**src/rtl/matrix_stream_loader.sv**
```systemverilog
// matrix_stream_loader
//   Collects a 32-element stream into two 4x4 matrices, A then B, and holds
//   them for a downstream multiplier until it takes the pair.
//   Optional build macro: MATLOAD_TRANSPOSE_B_EN (B written column-major).
//
// Ports
//   clk        rising-edge clock
//   rst        synchronous active-high reset
//   in_valid   upstream element valid
//   in_ready   loader can accept an element (low while holding a pair)
//   in_data    element value, ELEM_W bits
//   in_sof     start-of-frame; restarts the frame at A[0][0] on a transfer
//   a_flat     A[i][k] at [(i*4+k)*ELEM_W +: ELEM_W]
//   b_flat     B[k][j] at [(k*4+j)*ELEM_W +: ELEM_W]
//   mat_valid  A and B complete and stable
//   mat_ready  downstream consumes the pair
//   elem_cnt   elements accepted in the current frame
module matrix_stream_loader #(
  parameter int ELEM_W = 8
) (
  input  logic                 clk,
  input  logic                 rst,
  input  logic                 in_valid,
  output logic                 in_ready,
  input  logic [ELEM_W-1:0]    in_data,
  input  logic                 in_sof,
  output logic [16*ELEM_W-1:0] a_flat,
  output logic [16*ELEM_W-1:0] b_flat,
  output logic                 mat_valid,
  input  logic                 mat_ready,
  output logic [4:0]           elem_cnt
);

  localparam logic [1:0] LOAD_A = 2'd0;
  localparam logic [1:0] LOAD_B = 2'd1;
  localparam logic [1:0] HOLD   = 2'd2;

  logic [1:0]        state;
  logic [4:0]        cnt;
  logic [ELEM_W-1:0] a_mem [16];
  logic [ELEM_W-1:0] b_mem [16];
  logic              xfer;
  logic [3:0]        b_slot;

  assign in_ready  = (state != HOLD);
  assign mat_valid = (state == HOLD);
  assign elem_cnt  = cnt;
  assign xfer      = in_valid && in_ready;

  // In LOAD_B cnt runs 16..31, so its low nibble is the B element number n.
`ifdef MATLOAD_TRANSPOSE_B_EN
  // n-th element lands at B[n%4][n/4] -> flat index (n%4)*4 + n/4.
  assign b_slot = {cnt[1:0], cnt[3:2]};
`else
  assign b_slot = cnt[3:0];
`endif

  always_ff @(posedge clk) begin
    if (rst) begin
      state <= LOAD_A;
      cnt   <= '0;
      for (int unsigned i = 0; i < 16; i++) begin
        a_mem[i] <= '0;
        b_mem[i] <= '0;
      end
    end else begin
      case (state)
        LOAD_A, LOAD_B: begin
          if (xfer) begin
            if (in_sof) begin
              // Restart: this element is A[0][0], partial frame dropped.
              a_mem[0] <= in_data;
              cnt      <= 5'd1;
              state    <= LOAD_A;
            end else if (state == LOAD_A) begin
              a_mem[cnt[3:0]] <= in_data;
              cnt             <= cnt + 5'd1;
              if (cnt == 5'd15) state <= LOAD_B;
            end else begin
              b_mem[b_slot] <= in_data;
              if (cnt == 5'd31) begin
                cnt   <= '0;
                state <= HOLD;
              end else begin
                cnt <= cnt + 5'd1;
              end
            end
          end
        end
        HOLD: begin
          if (mat_ready) state <= LOAD_A;
        end
        default: state <= LOAD_A;
      endcase
    end
  end

  always_comb begin
    a_flat = '0;
    b_flat = '0;
    for (int unsigned i = 0; i < 16; i++) begin
      a_flat[i*ELEM_W +: ELEM_W] = a_mem[i];
      b_flat[i*ELEM_W +: ELEM_W] = b_mem[i];
    end
  end

endmodule

```
**config.mk**
```make
export PLATFORM = sky130hd
export DESIGN_NAME = matrix_stream_loader
export DESIGN_NICKNAME = d
export VERILOG_FILES = /design/src/rtl/matrix_stream_loader.sv
export SDC_FILE = /design/constraint.sdc
export NUM_CORES = 1
export LEC_CHECK = 0
export ABC_AREA = 1
export BUFFER_PORTS_ARGS = -buffer_cell sky130_fd_sc_hd__buf_2
export CAP_MARGIN = 10
export CORE_ASPECT_RATIO = 1.2
export CORE_UTILIZATION = 50
export DETAILED_ROUTE_END_ITERATION = 10
export GPL_TIMING_DRIVEN = 0
export PLACE_DENSITY_LB_ADDON = 0.15
export SYNTH_ARGS = -nofsm -noshare
export SYNTH_HDL_FRONTEND = slang
export SYNTH_SLANG_ARGS = --single-unit
```
**constraint.sdc**
```tcl
create_clock -name clk -period 2.4 [get_ports clk]
set_clock_uncertainty 0.1 [all_clocks]
set_input_delay 0.48 -clock clk [delete_from_list [all_inputs] [get_ports clk]]
set_output_delay 0.48 -clock clk [all_outputs]
set_load 0.05 [all_outputs]
```
* Yosys cells after proc, flatten, opt, wreduce, memory -nomap -nowiden *
Memories as Yosys holds them, arrays and structs flattened.
Index checks and enable logic that the tools add are counted.

word-level totals
  output and inout bits = 263
  flip-flop bits (word level) = 7
  word-level logic and storage cells = 58
  RAM bits = 256
  input bits = 13
  memories = 2

memory list
  memory  words  width  rd ports  clocked after Yosys merged registers in  write ports  RTL line  source
  a_mem   16     8      16        0                                        16           40        logic [ELEM_W-1:0] a_mem [16];
  b_mem   16     8      16        0                                        16           41        logic [ELEM_W-1:0] b_mem [16];

cells by class
  bitwise gates (word level) = 1
  multiplexer cells = 36
  eq/ne operators = 9
  add/sub/neg operators = 1
  reductions and logical operators = 7

operator list
  cell                 number
  $mux 8               3
  $mux 1               21
  $reduce_or 8->1      2
  $mux 5               3
  $mux 2               6
  $mux 4               2
  $ne 4x4->1 const B   2
  $add 5x1->5 const B  1
  $eq 5x4->1 const B   1
  $eq 5x5->1 const B   1
  $ne 2x2->1 const B   2
  $pmux 2 s2           1
  $reduce_and 4->1     1
  $eq 2x1->1 const B   1
  $eq 2x2->1 const B   1
  $logic_not 2->1      1
  $ne 2x1->1 const B   1
  $reduce_and 2->1     1
  $reduce_or 2->1      1
  $logic_and 1x1->1    1
  $or 1x1->1           1

* Depth between registers and ports, before layout *
  word-level depth = 9
  mapped depth = 9
  mapped depth without buffers = 9

* Worst setup path after synthesis *
No wires, ideal clock.

  kind = flip-flop to flip-flop
  start = reg state[1]
  end = mem b_mem[15][0] (enable)
  arrival time = 1.915 ns
  period minus slack after synthesis = 2.317 ns
  required time = 1.998 ns
  stages on the path, launching flop included = 7
  setup time = 0.302 ns
  path slack = 0.083 ns
  path buffers = 1
  cell sequence = dfxtp_1 inv_2 nor2_1 nor3_4 buf_6 nand2_2 nand2_1

RTL lines
  item                    RTL line  source
  start, declared         38        logic [1:0] state;
  start signal, assigned  60        state <= LOAD_A;
  start signal, assigned  74        state <= LOAD_A;
  start signal, assigned  78        if (cnt == 5'd15) state <= LOAD_B;
  end, declared           41

==> impl_metrics.json <==
{
  "status": "finished, final reports clean",
  "timing_worst_setup_path_type": "reg2reg",
  "final_cell_mix": "278 x buf_2, 262 x nor2_1, 256 x edfxtp_1, 47 x nand2_1, 36 x clkbuf_1",
  "hold_buffers": 0,
  "yosysWarnings": 0,
  "drcViolationCount": 0,
  "dr.first_iter.drc_count": 435,
  "synthesis.nets": 730,
  "drv_slew": 0,
  "synth_compound_area_share_pct": 0.822,
  "hp-class": "in2reg",
  "path_delay_family": "simple AND/OR/NAND/NOR gates",
  "synth_cell_types": 22,
  "maxSlewHeadroom_pct": 38.4,
  "synthAdderAreaFrac_pct": 0.514,
  "synthTopCellsByArea": "edfxtp_1 79%, nor2_1 10%, nand2_1 2.2%",
  "p_total_mw": 10.3,
  "insertion_delay_ns": 0.51,
  "cp.required_ns": 2.49,
  "tightestPinTransition_ns": 0.925,
  "synth_largest_area_cell": "edfxtp_1",
  "leakage_nw": 5.36,
  "post_cts_buffers": 0,
  "die_w_um": 129,
  "synth_mux_area_share_pct": 0,
  "endpoint_kind": "flop",
  "gp_congestion": 0.858,
  "synth-seq-area-share_pct": 80.4,
  "grt_pass1_wl_mm": 35.8,
  "first_pass_iters": 5,
  "cts-root-buf": "clkbuf_16",
  "routed_wl_mm": 24.9,
  "syn_to_final_growth_pct": 25.8,
  "min_from": "rst",
  "antenna_found_initial": 0,
  "synth_xor_xnor_area_share_pct": 0,
  "max_stage_delay_ns": 0.44,
  "hold_viol": 0,
  "clockBufferDepth": 3,
  "layout_commonest_cell": "buf_2",
  "die_area_um2": 20000,
  "grt_pass1_vias": 6197,
  "reg2reg_from": "elem_cnt[1]",
  "powerDensity_nw_per_um2": 840,
  "worstPathArrival_ns": 2.32,
  "clk_pin_slew_ns": 0.06,
  "yosysTopAreaCellShare_pct": 79.0,
  "vias": 6478,
  "num_antenna_cells": 0,
  "ios": 276,
  "rows": 55,
  "period_needed_ns": 2.23,
  "max_cap_violations": 0,
  "cts_sinks": 263,
  "path_cells": "ha_1, inv_1, nor2_2, nand2_2, nand2_1",
  "via_per_inst": 5.03,
  "irDropWorstVdd_uv": 667,
  "syn-cell-area_um2": 9740,
  "path_buf_inv": 1,
  "yosys.area_share.simple_pct": 15.6,
  "die_y_um": 155,
  "netlist_instances": 713,
  "grt_use_total_pct": 24.7,
  "ant_nets": 0,
  "fin_util_pct": 64.5,
  "critPathLaunchType": "flop",
  "tritoncts": "yes",
  "slowest_stage": "dfxtp_1",
  "overflow": 0,
  "post-route-period-util_pct": 93.0,
  "core_area_um2": 19000,
  "cts-htree-levels": 1,
  "startpoint": "elem_cnt[1]",
  "ctsResizeCount": 1,
  "wl_per_cell_um": 19.3,
  "drive_above_1_share_pct": 33.5,
  "fin_nets": 1031,
  "synth_top_family_by_area": "simple AND/OR/NAND/NOR gates",
  "syn_area_per_cell_um2": 13.7,
  "start_util_pct": 51.3,
  "setup_tns_ns": 0,
  "grt_max_degree": 15,
  "synth-seq-cells": 263,
  "path_max_fanout": 9,
  "portBuffers": 275,
  "max_freq_ghz": 0.448,
  "dp_hpwl_mm": 17.3,
  "setup_viol": 0,
  "cts-buffers-inserted": 25
}
[kinds of logic after synthesis]
| kind of cell | count (synthesis) |
|---|---|
| buf+inv | 66 |
| compound gates | 16 |
| simple gates | 364 |
| fa+ha+maj | 4 |
| flops | 263 |
[power breakdown]
group	total (mW)	leakage [nW]	internal [mW]	switching, mW
logic	1.16	2.27	0.172	0.986
clock network	3.88	0.386	2.25	1.63
registers	5.25	2.70	5.19	0.0562
total	10.3	5.36	7.62	2.67
[layout make-up]
class / count / area [um2]
Sequential cell: 263 / 7830
Fill cell: 1493 / 6740
Multi-Input combinational cell: 384 / 1670
Timing Repair Buffer: 275 / 1380
Clock buffer: 33 / 656
Tap cell: 256 / 320
Clock inverter: 13 / 140
Buffer: 33 / 139
Inverter: 32 / 120
[synthesized netlist by cell type, drive strengths merged]
cell type,n
nand4,3
ha,4
inv,32
buf,5
o21ai,3
nor4,1
edfxtp,256
nor2,265
clkbuf,29
nor3,4
nand2,64
nand3,27
dfxtp,7
a21oi,13
[metal layers]
layer	vias to the layer above	global-route usage (%)	routed length, um
met3	31	6.40	2220
met1	3101	31.0	9700
met2	324	42.3	12400
met5	-	0	0
li1	3022	-	-
met4	0	7.00	491
[registers in the layout, summed over array words and instances, names as in the netlist]
register,cells
a_mem,128
b_mem,128
elem_cnt,5
state,2
[per-stage QoR]
step | std cells | hold slack [ns] | setup WS (ns) | area [um2]
after global placement | 1244 | 0.421 | -0.250 | 11400
after global routing | 1289 | 0.0704 | -0.0213 | 12300
after floorplan | 713 | 0.397 | 0.0832 | 9740
final | 1289 | 0.0613 | 0.168 | 12300
after detailed placement | 1244 | 0.429 | -0.259 | 11400
after CTS | 1290 | 0.0466 | 0.0202 | 12200
[worst paths after layout]
check                                     to  slack [ns]  cells past startpoint
worst max register to register  b_mem[15][6]        0.17                      5
worst min-delay path             elem_cnt[1]        0.06                      2
worst min register to register      state[0]        0.44                      2
worst max-delay path            b_mem[15][6]        0.17                      5
[worst register-to-register path, cell delays in order, from the launching register on]
cell and delay [ns]:
dfxtp_1 0.44, ha_1 0.35, inv_1 0.17, nor2_2 0.30, nand2_2 0.23, nand2_1 0.33
Note: power is estimated with default switching activity, not from simulation.
